===== src/rtl/alu_issue_arb.sv =====
// Round-robin issue arbiter: picks one ready requester per cycle, registers it
// in a single-entry issue stage and hands it to the shared ALU via valid/ready.
module alu_issue_arb #(
    parameter int N   = 4,
    parameter int W   = 96,
    parameter int IDW = $clog2(N)
) (
    input  logic             clk,
    input  logic             rst,
    input  logic             flush,
    input  logic [N-1:0]     req_valid,
    output logic [N-1:0]     req_ready,
    input  logic [N*W-1:0]   req_data,
    output logic             issue_valid,
    input  logic             issue_ready,
    output logic [W-1:0]     issue_data,
    output logic [IDW-1:0]   issue_src,
    output logic [31:0]      issued_cnt
);

    localparam int SW = IDW + 1;
    localparam logic [SW-1:0]  LP_N    = SW'(N);
    localparam logic [IDW-1:0] LP_LAST = IDW'(N - 1);

    logic             r_issue_valid;
    logic [W-1:0]     r_issue_data;
    logic [IDW-1:0]   r_issue_src;
    logic [IDW-1:0]   r_rr_ptr;
    logic [31:0]      r_issued_cnt;

    logic             w_can_accept;
    logic             w_hit;
    logic             w_gnt;
    logic [IDW-1:0]   w_gnt_idx;
    logic [IDW-1:0]   w_nxt_ptr;
    logic [N-1:0]     w_ready;
    logic [W-1:0]     w_gnt_data;
    logic             w_handshake;

    // No grant while reset is asserted: the issue register could not capture it.
    assign w_can_accept = rst && !flush && (!r_issue_valid || issue_ready);
    assign w_handshake  = r_issue_valid && issue_ready && !flush;

    always_comb begin
        logic [SW-1:0] sum;
        w_hit     = 1'b0;
        w_gnt_idx = '0;
        sum       = '0;
        for (int k = 0; k < N; k++) begin
            sum = {1'b0, r_rr_ptr} + SW'(k);
            if (sum >= LP_N) begin
                sum = sum - LP_N;
            end
            if (!w_hit && req_valid[sum[IDW-1:0]]) begin
                w_hit     = 1'b1;
                w_gnt_idx = sum[IDW-1:0];
            end
        end
    end

    assign w_gnt     = w_hit && w_can_accept;
    assign w_nxt_ptr = (w_gnt_idx == LP_LAST) ? '0 : w_gnt_idx + 1'b1;

    always_comb begin
        w_ready    = '0;
        w_gnt_data = '0;
        for (int i = 0; i < N; i++) begin
            if (w_gnt && (w_gnt_idx == IDW'(i))) begin
                w_ready[i] = 1'b1;
                w_gnt_data = req_data[i*W +: W];
            end
        end
    end

    always_ff @(posedge clk or negedge rst) begin
        if (!rst) begin
            r_issue_valid <= 1'b0;
            r_issue_data  <= '0;
            r_issue_src   <= '0;
            r_rr_ptr      <= '0;
            r_issued_cnt  <= '0;
        end else begin
            if (flush) begin
                r_issue_valid <= 1'b0;
            end else if (w_gnt) begin
                r_issue_valid <= 1'b1;
                r_issue_data  <= w_gnt_data;
                r_issue_src   <= w_gnt_idx;
                r_rr_ptr      <= w_nxt_ptr;
            end else if (issue_ready) begin
                r_issue_valid <= 1'b0;
            end
            if (w_handshake) begin
                r_issued_cnt <= r_issued_cnt + 32'd1;
            end
        end
    end

    assign req_ready   = w_ready;
    assign issue_valid = r_issue_valid;
    assign issue_data  = r_issue_data;
    assign issue_src   = r_issue_src;
    assign issued_cnt  = r_issued_cnt;

endmodule

===== config.mk =====
export PLATFORM = sky130hd
export DESIGN_NAME = alu_issue_arb
export DESIGN_NICKNAME = d
export VERILOG_FILES = /design/src/rtl/alu_issue_arb.sv
export SDC_FILE = /design/constraint.sdc
export NUM_CORES = 1
export LEC_CHECK = 0
export BUFFER_PORTS_ARGS = -buffer_cell sky130_fd_sc_hd__buf_2
export CAP_MARGIN = 10
export CORE_AREA = 2 2 207 209
export DETAILED_ROUTE_END_ITERATION = 8
export DIE_AREA = 0 0 209 211
export PLACE_DENSITY_LB_ADDON = 0.1
export SYNTH_ARGS = -nofsm -noshare
export SYNTH_HDL_FRONTEND = slang
export SYNTH_SLANG_ARGS = --single-unit

===== constraint.sdc =====
create_clock -name clk -period 5.8 [get_ports clk]
set_input_delay 1.45 -clock clk [delete_from_list [all_inputs] [get_ports clk]]
set_output_delay 1.45 -clock clk [all_outputs]
set_load 0.005 [all_outputs]

==> metrics.csv <==
stage;metric;value;unit
outcome;status;complete, no violations;
final_layout;multi_input_area;4660;um2
final_layout;areaGrowthSynthToFinish;43.2;%
timing;slew_headroom;25.3;%
min_path;min_path_cells;1;
grt;grt_pass1_vias;9958;
critical_path;rr_worst_depth;10;
placed_design;placed_area;11800;um2
synthesis;synth.area.top_cells;dfrtp_1 38%, a21oi_1 13%, o21ai_0 10%, nand2_1 8.7%, a21oi_2 6.0%;
grt;grt-ovfl-total;0;
floorplanning;die_x;209;um
final_layout;design_area;12500;um2
power_and_ir_drop;leakagePower;6.07;nW
timing;fin_crit;4.59;ns
grt;grtUsageTotal;18.4;%
timing;fin_crit_sh;79.2;%
timing;worstMarginPinSlew;1.12;ns
final_layout;fill_cells;4620;
power_and_ir_drop;p_total;4.86;mW
timing;hold_viol;0;
final_layout;regArea;3330;um2
flow_run;max_cap_violations;0;
floorplanning;dieArea;44100;um2
synthesis;synth_ff_type;dfrtp_1;
clock_tree;cts-root-buf;clkbuf_16;
grt;antenna_found_initial;18;
timing;rsz0062_at_grt;false;
power_and_ir_drop;powerDensity;389;nW/um2
detailed_routing;wl_per_cell;18.5;um
floorplanning;rows;75;
synthesis;ys_top_cells_by_count;232 x a21oi_1, 202 x nand2_1, 181 x o21ai_0, 133 x dfrtp_1, 100 x nor2_1;
synthesis;synth.most_common_cell;a21oi_1;
synthesis;synth_enable_flop_cells;0;
floorplanning;initial_utilization;20.9;%
synthesis;synth_area;8730;um2
grt;grt_pass1_wl;61400;um
clock_tree;cts_tree;yes;
detailed_routing;finalWirelength;41500;um
placed_design;routabilityCongestion;0.834;
power_and_ir_drop;peakVddDrop;282;uV
critical_path;critPathArrivalTime;3.14;ns
critical_path;critPathLaunchType;primary input;
synthesis;synth_nets;1612;
detailed_routing;postRouteAntennaNets;0;
floorplanning;core;41800;um2
detailed_routing;drtIter0Drc;564;
placed_design;hpwl;30300;um
clock_tree;postCtsSetupBuffers;0;
critical_path;cp_max_fo;25;
critical_path;end_kind;output port;
grt;grt_max_degree;199;
synthesis;avgSynthCellArea;7.18;um2
floorplanning;io_pins;527;
placed_design;numPortBuffers;526;
timing;slew_viol_final;0;
critical_path;rrSetupSlack;2.36;ns
synthesis;synth_cells;1215;
clock_tree;numCtsBuffers;17;
timing;clock_skew;0.0112;ns
detailed_routing;vias_per_cell;4.49;
min_path;worstHoldStart;issued_cnt[31];
synthesis;synth_top_area_share;38.1;%
timing;fin_setup_tns;0;ns
placed_design;dp_slack;1.12;ns
min_path;hp-class;register to register;
synthesis;synth_largest_area_cell;dfrtp_1;
floorplanning;fp.dieH;211;um
synthesis;synth_cell_type_count;36;
critical_path;rr_startpoint;r_rr_ptr[1];
critical_path;timing.rr.end;issue_data[22];
synthesis;synth_warnings;0;
min_path;hold_end;issued_cnt[31];
clock_tree;clk_path_buf_depth;2;
synthesis;ys_ff_latch;133;
timing;timing.final.ws_setup;1.21;ns
critical_path;crit_type;primary input to output port;
clock_tree;cts_sinks;133;
detailed_routing;drc_errors;0;
final_layout;finalNetCount;2076;
timing;fmax;218;MHz
clock_tree;cts_repair_resize_count;0;
synthesis;synthArstFlopShare;100;%
detailed_routing;first_pass_iters;5;
clock_tree;hold_buffers;0;
synthesis;seq_area_frac_synth;38.1;%
clock_tree;ctsHtreeMaxLevel;4;
clock_tree;cts.reportedPaths.clkPinSlew;0.06;ns
timing;setup_viol;0;
clock_tree;clk_latency;0.45;ns
final_layout;drive_gt1_share;38.1;%
critical_path;worstPathRequired;4.35;ns
detailed_routing;num_vias;10100;
==> per-layer routing <==
layer / vias up / part of all wire, % / track usage, %
li1: 4998 / - / -
met1: 4667 / 40 / 21.5
met2: 331 / 51 / 31.7
met3: 41 / 7.5 / 6.24
met4: 14 / 1.7 / 6.11
met5: - / 0.19 / 0
==> metrics by stage <==
| step | util, % | hold WS, ns | instances |
|---|---|---|---|
| global route | 29.9 | 0.493 | 2234 |
| floorplan | - | 0.468 | 1215 |
| detailed placement | 28.3 | 0.474 | 2199 |
| finish | 29.9 | 0.474 | 2240 |
| global placement | 28.3 | 0.460 | 2199 |
| CTS | 29.9 | 0.482 | 2230 |
==> logic make-up after synthesis <==
group                    after synthesis  share of synthesized area [%]
AND/OR/NAND/NOR                      368                           18.2
XOR/XNOR                              31                           3.11
AO/OA/AOI/OAI                        483                           30.4
multiplexers                           1                          0.115
buffers and inverters                194                           9.23
flip-flops                           133                           38.1
adder cells (fa/ha/maj)                5                          0.717
==> sequential cells by signal (all words and copies together) (netlist names) <==
name / cells
issue_data: 96
issue_src: 2
r_rr_ptr: 2
issued_cnt: 32
issue_valid: 1
==> worst max-delay path: stages <==
cell and delay [ns]:
buf_2 0.11, nor4_1 0.59, nor4_1 0.17, buf_4 0.21, ha_4 0.26, and2_1 0.19
buf_2 0.14
==> worst max-delay path by stage <==
stage                  from        endpoint  slack [ns]  depth (start not counted)
2_1_floorplan  req_valid[1]    req_ready[3]        1.22                          8
3_3_place_gp   req_valid[2]  issue_data[44]        1.15                         10
3_5_place_dp   req_valid[2]  issue_data[44]        1.12                         10
4_1_cts        req_valid[2]    req_ready[2]        1.19                          8
5_1_grt        req_valid[2]    req_ready[3]        1.06                          7
6_report       req_valid[2]    req_ready[3]        1.21                          7
==> final cells by class <==
| type | instances | share of cell area (%) |
|---|---|---|
| Sequential cell | 133 | 26.6 |
| Clock inverter | 11 | 1.59 |
| Tap cell | 539 | 5.40 |
| Clock buffer | 20 | 3.65 |
| Timing Repair Buffer | 544 | 22.4 |
| Inverter | 95 | 2.85 |
| Multi-Input combinational cell | 888 | 37.3 |
| Antenna cell | 10 | 0.200 |
==> cells in the final DEF, fill, tap and decap left out, drive strengths merged, types with 3 or more instances in the layout <==
cell type	instances
xor2	5
and3	5
nand2b	8
dfrtp	133
a21oi	292
ha	5
nand3b	7
nand4	10
clkbuf	20
nor4	5
inv	96
bufinv	5
and4	4
diode	10
and2	6
nor2	100
nand3	13
buf	544
nand2	202
xnor2	26
a31oi	6
clkinvlp	3
o21ai	182
==> power breakdown <==
group	internal (mW)	switching, mW	leakage [nW]
combinational	0.822	1.37	4.17
sequential	1.23	0.183	1.59
clock	0.786	0.465	0.309
Note: power is estimated with default switching activity, not from simulation.
